`config.mk`:
```
export PLATFORM = sky130hd
export DESIGN_NAME = pipeline_stall_controller_flat
export DESIGN_NICKNAME = d
export VERILOG_FILES = /design/src/rtl/arm_pipe_pkg.sv /design/src/rtl/pipeline_stall_controller_if.sv /design/src/rtl/sat_counter.sv /design/src/rtl/pipeline_stall_controller.sv /design/src/flat_wrapper.sv
export SDC_FILE = /design/constraint.sdc
export NUM_CORES = 1
export LEC_CHECK = 0
export ABC_AREA = 0
export CAP_MARGIN = 20
export CORE_MARGIN = 2
export CORE_UTILIZATION = 44
export DETAILED_ROUTE_END_ITERATION = 7
export HOLD_SLACK_MARGIN = 0.1
export PLACE_DENSITY = 0.87
export SLEW_MARGIN = 20
export SYNTH_ARGS = -nofsm -noshare
export SYNTH_HDL_FRONTEND = slang
export SYNTH_SLANG_ARGS = --single-unit
```
`constraint.sdc`:
```
create_clock -name clk -period 3.2 [get_ports clk]
set_input_delay 0.8 -clock clk [delete_from_list [all_inputs] [get_ports clk]]
set_output_delay 0.8 -clock clk [all_outputs]
set_load 0.1 [all_outputs]
```
`src/rtl/arm_pipe_pkg.sv`:
```
// arm_pipe_pkg: shared FSM encoding and default sizing for the pipeline stall controller
package arm_pipe_pkg;
  typedef enum logic [1:0] {ST_RUN, ST_MEM_WAIT, ST_ERROR} state_t;
  localparam int DEF_MEM_TIMEOUT = 16;
  localparam int DEF_CNT_W = 16;
endpackage

```
`src/rtl/pipeline_stall_controller_if.sv`:
```
// pipeline_stall_controller_if: hazard/branch/SRAM inputs and stage control outputs
interface pipeline_stall_controller_if import arm_pipe_pkg::*; #(parameter int CNT_W = DEF_CNT_W);
  logic hazard_detected, forward_en, exe_mem_r_en, branch_taken, mem_req, sram_ready;
  logic sram_start, freeze_if, freeze_id, freeze_exe, freeze_mem, flush_id, bubble_exe, mem_error;
  logic [CNT_W-1:0] stall_cycles, flush_count;
  modport master(
    output hazard_detected, forward_en, exe_mem_r_en, branch_taken, mem_req, sram_ready,
    input sram_start, freeze_if, freeze_id, freeze_exe, freeze_mem, flush_id, bubble_exe, mem_error,
    input stall_cycles, flush_count
  );
  modport slave(
    input hazard_detected, forward_en, exe_mem_r_en, branch_taken, mem_req, sram_ready,
    output sram_start, freeze_if, freeze_id, freeze_exe, freeze_mem, flush_id, bubble_exe, mem_error,
    output stall_cycles, flush_count
  );
endinterface

```
`src/rtl/sat_counter.sv`:
```
// sat_counter: event counter that sticks at its maximum instead of wrapping
module sat_counter #(parameter int W = 16) (
  input  logic         clk,
  input  logic         rst,
  input  logic         inc,
  output logic [W-1:0] count
);
  always_ff @(posedge clk or posedge rst)
    if (rst) count <= '0;
    else if (inc && count != '1) count <= count + 1'b1;
endmodule

```
`src/rtl/pipeline_stall_controller.sv`:
```
// pipeline_stall_controller: stall/flush sequencer combining ID hazards, EXE branches and MEM SRAM waits
module pipeline_stall_controller import arm_pipe_pkg::*; #(
  parameter int MEM_TIMEOUT = DEF_MEM_TIMEOUT,
  parameter int CNT_W = DEF_CNT_W
) (
  input logic clk,
  input logic rst,
  pipeline_stall_controller_if.slave bus
);
  localparam int WC_W = (MEM_TIMEOUT > 2) ? $clog2(MEM_TIMEOUT) : 1;
  localparam logic [WC_W-1:0] WC_LAST = WC_W'(MEM_TIMEOUT - 1);
  state_t state, next;
  logic [WC_W-1:0] wait_cnt;
  logic mem_error, mem_freeze, eff_hazard, go, start;
  always_comb begin
    start = !rst && state == ST_RUN && bus.mem_req;
    mem_freeze = start || (!rst && ((state == ST_MEM_WAIT && !bus.sram_ready) || state == ST_ERROR));
    eff_hazard = bus.hazard_detected && (!bus.forward_en || bus.exe_mem_r_en);
    go = !rst && !mem_freeze;
    next = start ? ST_MEM_WAIT :
           state != ST_MEM_WAIT ? state :
           bus.sram_ready ? ST_RUN :
           wait_cnt == WC_LAST ? ST_ERROR : ST_MEM_WAIT;
  end
  // a taken branch squashes the wrong-path hazard, so the hazard only acts without one
  assign bus.sram_start = start;
  assign bus.freeze_if  = mem_freeze || (go && !bus.branch_taken && eff_hazard);
  assign bus.freeze_id  = mem_freeze || (go && !bus.branch_taken && eff_hazard);
  assign bus.freeze_exe = mem_freeze;
  assign bus.freeze_mem = mem_freeze;
  assign bus.flush_id   = go && bus.branch_taken;
  assign bus.bubble_exe = go && (bus.branch_taken || eff_hazard);
  assign bus.mem_error  = mem_error;
  always_ff @(posedge clk or posedge rst)
    if (rst) begin
      state <= ST_RUN;
      wait_cnt <= '0;
      mem_error <= 1'b0;
    end else begin
      state <= next;
      wait_cnt <= state == ST_MEM_WAIT ? wait_cnt + 1'b1 : '0;
      mem_error <= mem_error || next == ST_ERROR;
    end
  sat_counter #(.W(CNT_W)) u_stall (.clk(clk), .rst(rst), .inc(bus.freeze_if), .count(bus.stall_cycles));
  sat_counter #(.W(CNT_W)) u_flush (.clk(clk), .rst(rst), .inc(bus.flush_id), .count(bus.flush_count));
endmodule

```
`src/flat_wrapper.sv`:
```
// flat-port wrapper written by rule: the top's interface ports become plain ports
module pipeline_stall_controller_flat import arm_pipe_pkg::*;
#(
  parameter int MEM_TIMEOUT = DEF_MEM_TIMEOUT,
  parameter int CNT_W = DEF_CNT_W
)
  (clk, rst, bus_hazard_detected, bus_forward_en, bus_exe_mem_r_en, bus_branch_taken, bus_mem_req, bus_sram_ready, bus_sram_start, bus_freeze_if, bus_freeze_id, bus_freeze_exe, bus_freeze_mem, bus_flush_id, bus_bubble_exe, bus_mem_error, bus_stall_cycles, bus_flush_count);
  pipeline_stall_controller_if #(.CNT_W(CNT_W)) bus_i ();
  input logic clk;
  input logic rst;
  input wire logic [$bits(bus_i.hazard_detected)-1:0] bus_hazard_detected;
  input wire logic [$bits(bus_i.forward_en)-1:0] bus_forward_en;
  input wire logic [$bits(bus_i.exe_mem_r_en)-1:0] bus_exe_mem_r_en;
  input wire logic [$bits(bus_i.branch_taken)-1:0] bus_branch_taken;
  input wire logic [$bits(bus_i.mem_req)-1:0] bus_mem_req;
  input wire logic [$bits(bus_i.sram_ready)-1:0] bus_sram_ready;
  output wire logic [$bits(bus_i.sram_start)-1:0] bus_sram_start;
  output wire logic [$bits(bus_i.freeze_if)-1:0] bus_freeze_if;
  output wire logic [$bits(bus_i.freeze_id)-1:0] bus_freeze_id;
  output wire logic [$bits(bus_i.freeze_exe)-1:0] bus_freeze_exe;
  output wire logic [$bits(bus_i.freeze_mem)-1:0] bus_freeze_mem;
  output wire logic [$bits(bus_i.flush_id)-1:0] bus_flush_id;
  output wire logic [$bits(bus_i.bubble_exe)-1:0] bus_bubble_exe;
  output wire logic [$bits(bus_i.mem_error)-1:0] bus_mem_error;
  output wire logic [$bits(bus_i.stall_cycles)-1:0] bus_stall_cycles;
  output wire logic [$bits(bus_i.flush_count)-1:0] bus_flush_count;
  assign bus_i.hazard_detected = bus_hazard_detected;
  assign bus_i.forward_en = bus_forward_en;
  assign bus_i.exe_mem_r_en = bus_exe_mem_r_en;
  assign bus_i.branch_taken = bus_branch_taken;
  assign bus_i.mem_req = bus_mem_req;
  assign bus_i.sram_ready = bus_sram_ready;
  assign bus_sram_start = bus_i.sram_start;
  assign bus_freeze_if = bus_i.freeze_if;
  assign bus_freeze_id = bus_i.freeze_id;
  assign bus_freeze_exe = bus_i.freeze_exe;
  assign bus_freeze_mem = bus_i.freeze_mem;
  assign bus_flush_id = bus_i.flush_id;
  assign bus_bubble_exe = bus_i.bubble_exe;
  assign bus_mem_error = bus_i.mem_error;
  assign bus_stall_cycles = bus_i.stall_cycles;
  assign bus_flush_count = bus_i.flush_count;
  pipeline_stall_controller #(.MEM_TIMEOUT(MEM_TIMEOUT), .CNT_W(CNT_W)) u_core (.clk(clk), .rst(rst), .bus(bus_i));
endmodule
```
==> results of run 1 <==
-- sequential cells by signal (all words and copies together) (netlist names) --
register              flops
u_core.u_stall.count     16
u_core.state              2
u_core.u_flush.count     16
u_core.wait_cnt           4
u_core.bus.mem_error      1
-- power by group through the flow --
stage / registers [mW] / clock network, mW / logic [mW]
global placement: 0.675 / 0 / 0.895
finish: 0.669 / 0.426 / 0.901
global route: 0.687 / 0.463 / 0.942
floorplan: 1.16 / 0 / 0.205
detailed placement: 0.677 / 0 / 0.907
CTS: 0.669 / 0.443 / 0.908
-- final timing paths --
check,from,endpoint,slack (ps),depth (start not counted)
setup / recovery,bus_sram_ready,bus_bubble_exe,90,6
hold / removal,u_core.bus.mem_error,u_core.bus.mem_error,470,1
setup reg to reg,u_core.u_stall.count[0],u_core.u_stall.count[1],1070,6
hold reg to reg,u_core.bus.mem_error,u_core.bus.mem_error,470,1
max in group asynchronous,rst,u_core.u_flush.count[6],1910,3
min in group asynchronous,rst,u_core.u_stall.count[13],1060,3
-- per-layer routing --
| layer | vias up | GRT usage (%) |
|---|---|---|
| met5 | - | 0 |
| li1 | 722 | - |
| met1 | 692 | 22.88 |
| met3 | 9 | 5.523 |
| met4 | 0 | 6.318 |
| met2 | 48 | 27.67 |
-- critical path: cells and delay by family --
kind | cells | cell delay (ps)
simple gates | 1 | 390
compound gates | 2 | 340
buf+inv | 3 | 770
-- stage by stage --
stage          area, um2  setup TNS [ps]  util (%)  cells
2_1_floorplan       1929          -115.9         -    173
3_3_place_gp        2460               0     60.62    273
3_5_place_dp        2460               0     60.62    273
4_1_cts             2577               0     63.52    281
5_1_grt             2580               0     63.58    281
6_report            2580               0     63.58    281
-- final cells by class --
cell class              instances  area (um2)  area share [%]
multi-input cells             127       902.1           34.97
clock inverters                 2       35.03           1.358
well taps                      50       62.56           2.425
inverters                       5       26.28           1.018
clock buffers                   6       82.58           3.201
flip-flops and latches         39       975.9           37.83
repair buffers                 52       495.5           19.20
-- Yosys cell counts, drive strengths merged --
cell type	instances	area (um2)
a21o	2	15.01
a21oi	3	18.77
a221oi	1	26.28
a311oi	1	8.760
a31oi	2	12.51
a41o	1	10.01
and2	4	25.02
and3	6	37.54
and4	4	35.03
buf	2	15.01
dfrtp	39	975.9
ha	3	37.54
inv	5	18.77
mux2	4	45.04
nand2	18	67.56
nand2b	5	31.28
nand3	15	75.07
nand4	12	75.07
nor2	6	22.52
nor2b	2	12.51
nor3	1	5.000
nor3b	1	7.510
nor4	1	6.260
nor4b	1	8.760
o211a	1	10.01
o21ai	2	10.01
o21bai	1	7.510
or3b	1	8.760
xnor2	25	219.0
xor2	4	35.03
-- logic make-up after synthesis --
| logic type | Yosys count | synth area share [%] |
|---|---|---|
| muxes | 4 | 2.392 |
| buffers and inverters | 7 | 1.794 |
| adders and majority gates | 3 | 1.994 |
| AOI/OAI and AO/OA | 14 | 6.313 |
| xor gates and xnor gates | 29 | 13.49 |
| and+or+nand+nor | 77 | 22.19 |
| DFF | 39 | 51.83 |
-- repair_timing --
item,in CTS,in global routing
endpoints found under the setup margin,0,1
gates resized for setup,0,1
setup buffers,0,0
hold endpoints to repair,0,0
==> metrics.txt, run 1 <==
Mapped Area 1883 um2; crit path DAT 2310 ps; Cell Pwr Density 773.9 nW/um2; via count of the routed design 1471; critical path class input port to output port; Final period util 97.28%; Congestion Overflow GR 0; drt initial violations 59; Max Freq 0.3212 GHz; first-pass GRT wire length 6810 um; GP Congestion 0.8687; antenna viol nets, final 0; Peak VDD IR 0.0007444 V; fin worst setup slack 86.96 ps; Area Growth Syn to Fin 37.01%; port bufs 47; CP Capture Type output port; CTS Hold Bufs 0; # setup viols final 0; CP max stage delay 440 ps; RSZ-0062 raised after global routing false; switching fraction of total power 48.44%; Ports 48; DP Wirelength 2891 um; cell row count 23; die area 4819 um2; drt wl/cell 13.85 um; TritonCTS buffer count 5; CP Max Fanout 3; CP startpoint kind input port; Setup WS pre-CTS 66.79 ps; status finished clean; Pwr Total 1.997 mW; Synth Instances 173; Worst-Skew Late Latency 290 ps; met2 wire len 1772 um; Reg power frac 33.5%; final hold violations 0; final net count 241; slowest cell on the critical path clkdlybuf4s50_1; met3 routed WL 194 um; Worst Tran Pin Value 622.5 ps; largest net degree at the start of global routing 22; Die H 69.42 um; M1 WL 1864 um; Highest Signal Layer met4; initial antenna violation count 0; CTS Buffer Depth 2; Via density 5.235; commonest cells after routing, fill and taps aside dfrtp_1, buf_4, xnor2_1, nand2_1, nand3_1; Internal Power 1.029 mW; vias in the first global route 1492; headroom to the max-slew limit 58.11%; leakage power total 1.191 nW; CTS tree yes; Clock Power Share 21.3%; Worst Hold Class flip-flop to flip-flop; Clock H-tree levels 2; Global Route Usage Sum 17.59%; crit-path cells clkdlybuf4s50_1, or3b_4, a21o_2, clkinvlp_4, o21ai_4, buf_12; register clock-pin slew on the reported worst setup and hold paths 80 ps; Seq cells post-synth 39; diode count 0; clock root buffer clkbuf_8; final WL 3892 um; layout cells sized above 1 28.14%; # fillers 315; register area share after synthesis 51.83%; initial cell density of the core 46.41%; combinational power share 45.1%; # Max-Cap Violations 0; Psw 0.9672 mW; # clock sinks 39; Worst EP required 2400 ps; most common cell after layout, fill and taps aside dfrtp_1; Pre-Repair DR Iteration Count 4; Period minus WS final 3113 ps; yosys warns 0; Max Slew Vio Count 0; Post-Syn Nets 184; Die X 69.42 um; core area 4058 um2; # DRC 0; worst hold slack 469.0 ps; syn_area_per_cell 10.88 um2; synth unique cells 32; Fin Clk Skew 3.741 ps
No activity file was read; power rests on OpenSTA's default activity.
==> run 2, diff against run 1 <==
- CAP_MARGIN: 20 -> 5
==> results of run 2 <==
The final DEF is identical to that of run 1; final timing and power are the same.
==> run 3, diff against run 2 <==
- CELL_PAD_IN_SITES_DETAIL_PLACEMENT: default -> 1
- CELL_PAD_IN_SITES_GLOBAL_PLACEMENT: default -> 2
- CORE_UTILIZATION: 44 -> 27
- GPL_ROUTABILITY_DRIVEN: default -> 0
- PLACE_DENSITY: 0.87 -> 0.85
==> run 3 against run 2 <==
  * Clock skew increased by 4.2 ps
  * Combinational power about the same
  * Worst hold slack got worse by 1.6 ps
  * Critical path type unchanged
==> metrics.txt, run 3 (synthesis results as in run 1) <==
status finished clean; Setup WS pre-CTS 90.83 ps (+24.04 ps); final net count 241 (unchanged); CP Max Fanout 3 (unchanged); CP startpoint kind input port; R2R depth 6 (unchanged); drt initial violations 31 (-47%); Max Freq 0.3222 GHz (+0.29%); # clock sinks 39 (unchanged); initial cell density of the core 27.87% (-19 points); largest net degree at the start of global routing 24 (+9.1%); slowest cell on the critical path clkdlybuf4s50_1; Psw 0.9738 mW (+0.68%); # DRC 0 (unchanged); vias in the first global route 1568 (+5.1%); combinational power share 45.0% (about the same); CTS Hold Bufs 0 (unchanged); M1 WL 2112 um (+13%); drt wl/cell 14.39 um (+3.9%); Final period util 97.00% (-0.28 points); Worst Tran Pin Value 643.7 ps (+21.15 ps); Worst Hold Class flip-flop to flip-flop; final hold violations 0 (unchanged); Post-CTS Setup Bufs 0 (unchanged); Internal Power 1.029 mW (about the same); cell row count 30 (+30%); Worst EP required 2400 ps (about the same); setup tns final 0 ps (unchanged); origin of the worst setup path bus_sram_ready; PostCTS Resize Cnt 0 (unchanged); registers with the most flip-flops u_core.u_flush.count x16, u_core.u_stall.count x16, u_core.wait_cnt x4; CTS tree yes; DP Wirelength 3413 um (+18%); Global Route Usage Sum 12.73% (-4.9 points); TritonCTS buffer count 5 (unchanged); reg2reg start u_core.u_stall.count[0]; Peak VDD IR 0.0003476 V (-53%); CP bufs+invs 3 (unchanged); layout cells sized above 1 27.71% (-0.43 points); headroom to the max-slew limit 56.69% (-1.4 points); via count of the routed design 1484 (+0.88%); Fin Clk Skew 7.933 ps (+4.192 ps); commonest cells after routing, fill and taps aside dfrtp_1, buf_4, xnor2_1, nand2_1, nand3_1; critical path class input port to output port; Ports 48 (unchanged); core area 6756 um2 (+67%); # setup viols final 0 (unchanged); Pre-Repair DR Iteration Count 4 (unchanged); Area Growth Syn to Fin 38.87%; crit path DAT 2300 ps (about the same); Crit Reg-Reg Endpoint u_core.u_stall.count[1]; Period minus WS final 3104 ps (-9.003 ps); CP top delay family buffers and inverters; Reg power frac 33.7% (+0.2 points); Max Slew Vio Count 0 (unchanged); clock root buffer clkbuf_8; initial antenna violation count 0 (unchanged); CTS Buffer Depth 2 (unchanged); switching fraction of total power 48.62% (+0.18 points); RSZ-0062 raised after global routing false; Setup crit end bus_bubble_exe; Worst-Skew Late Latency 280 ps (about the same); Via density 4.772 (-8.8%); Die H 87.51 um (+26%); first-pass GRT wire length 7707 um (+13%); CP Capture Type output port; antenna viol nets, final 0 (unchanged); Congestion Overflow GR 0 (unchanged); most common cell after layout, fill and taps aside dfrtp_1; register clock-pin slew on the reported worst setup and hold paths 80 ps (about the same); final WL 4475 um (+15%); Clock H-tree levels 2 (unchanged); Clock Power Share 21.2% (about the same); met2 wire len 2174 um (+23%); die area 7658 um2 (+59%); fin worst setup slack 95.96 ps (+9.003 ps); met3 routed WL 172 um (-11%); Highest Signal Layer met4; port bufs 47 (unchanged); diode count 0 (unchanged); Cell Pwr Density 765.9 nW/um2 (-1.0%); CP max stage delay 440 ps (about the same); crit-path cells clkdlybuf4s50_1, or3b_1, a21o_2, clkinvlp_4, o21ai_4, buf_12; WP depth 6 (unchanged); leakage power total 1.190 nW (-0.11%); Die X 87.51 um (+26%); # Max-Cap Violations 0 (unchanged); R2R setup slack 1010 ps (-60 ps)
-- run 3: worst min path at each step --
stage	start	endpoint	slack, ps	depth (start not counted)
floorplan	u_core.wait_cnt[0]	u_core.wait_cnt[0]	430	1
global placement	u_core.bus.mem_error	u_core.bus.mem_error	440	1
detailed placement	u_core.bus.mem_error	u_core.bus.mem_error	450	1
CTS	u_core.wait_cnt[0]	u_core.wait_cnt[0]	470	1
global route	u_core.bus.mem_error	u_core.bus.mem_error	490	1
finish	u_core.bus.mem_error	u_core.bus.mem_error	470	1
-- run 3: cell type report --
cell class                      count  area [um2]
Tap cell                           80       100.1
Timing Repair Buffer               52       495.5
Clock buffer                        6       82.58
Inverter                            5       26.28
Sequential cell                    39       975.9
Clock inverter                      2       35.03
Fill cell                         765        4141
Multi-Input combinational cell    127       899.6
-- run 3: per-stage QoR --
step / hold slack (ps) / total power [mW] / instance area (um2) / instances / util (%)
2_1_floorplan: 433.1 / 1.368 / 1929 / 173 / -
3_3_place_gp: 443.6 / 1.577 / 2497 / 303 / 36.96
3_5_place_dp: 453.6 / 1.597 / 2497 / 303 / 36.96
4_1_cts: 470.1 / 2.033 / 2615 / 311 / 38.70
5_1_grt: 489.2 / 2.094 / 2615 / 311 / 38.70
6_report: 467.4 / 2.003 / 2615 / 311 / 38.70
-- run 3: worst register-to-register path: cells and delay by family (launching register included) --
kind          cells  cell delay, ps
fa+ha+maj         1             220
simple gates      4            1110
flops             1             420
mux               1             330
-- run 3: power groups by stage --
stage / sequential [mW] / combinational, mW / clock, mW
after detailed placement: 0.686 / 0.910 / 0
after CTS: 0.677 / 0.911 / 0.445
final: 0.675 / 0.902 / 0.425
after global routing: 0.690 / 0.939 / 0.465
after global placement: 0.680 / 0.897 / 0
after floorplan: 1.16 / 0.205 / 0
-- run 3: per-layer routing --
layer,global-route usage (%),vias up
met1,17.32,731
met4,2.098,0
li1,-,721
met2,20.73,30
met5,0,-
met3,3.412,2
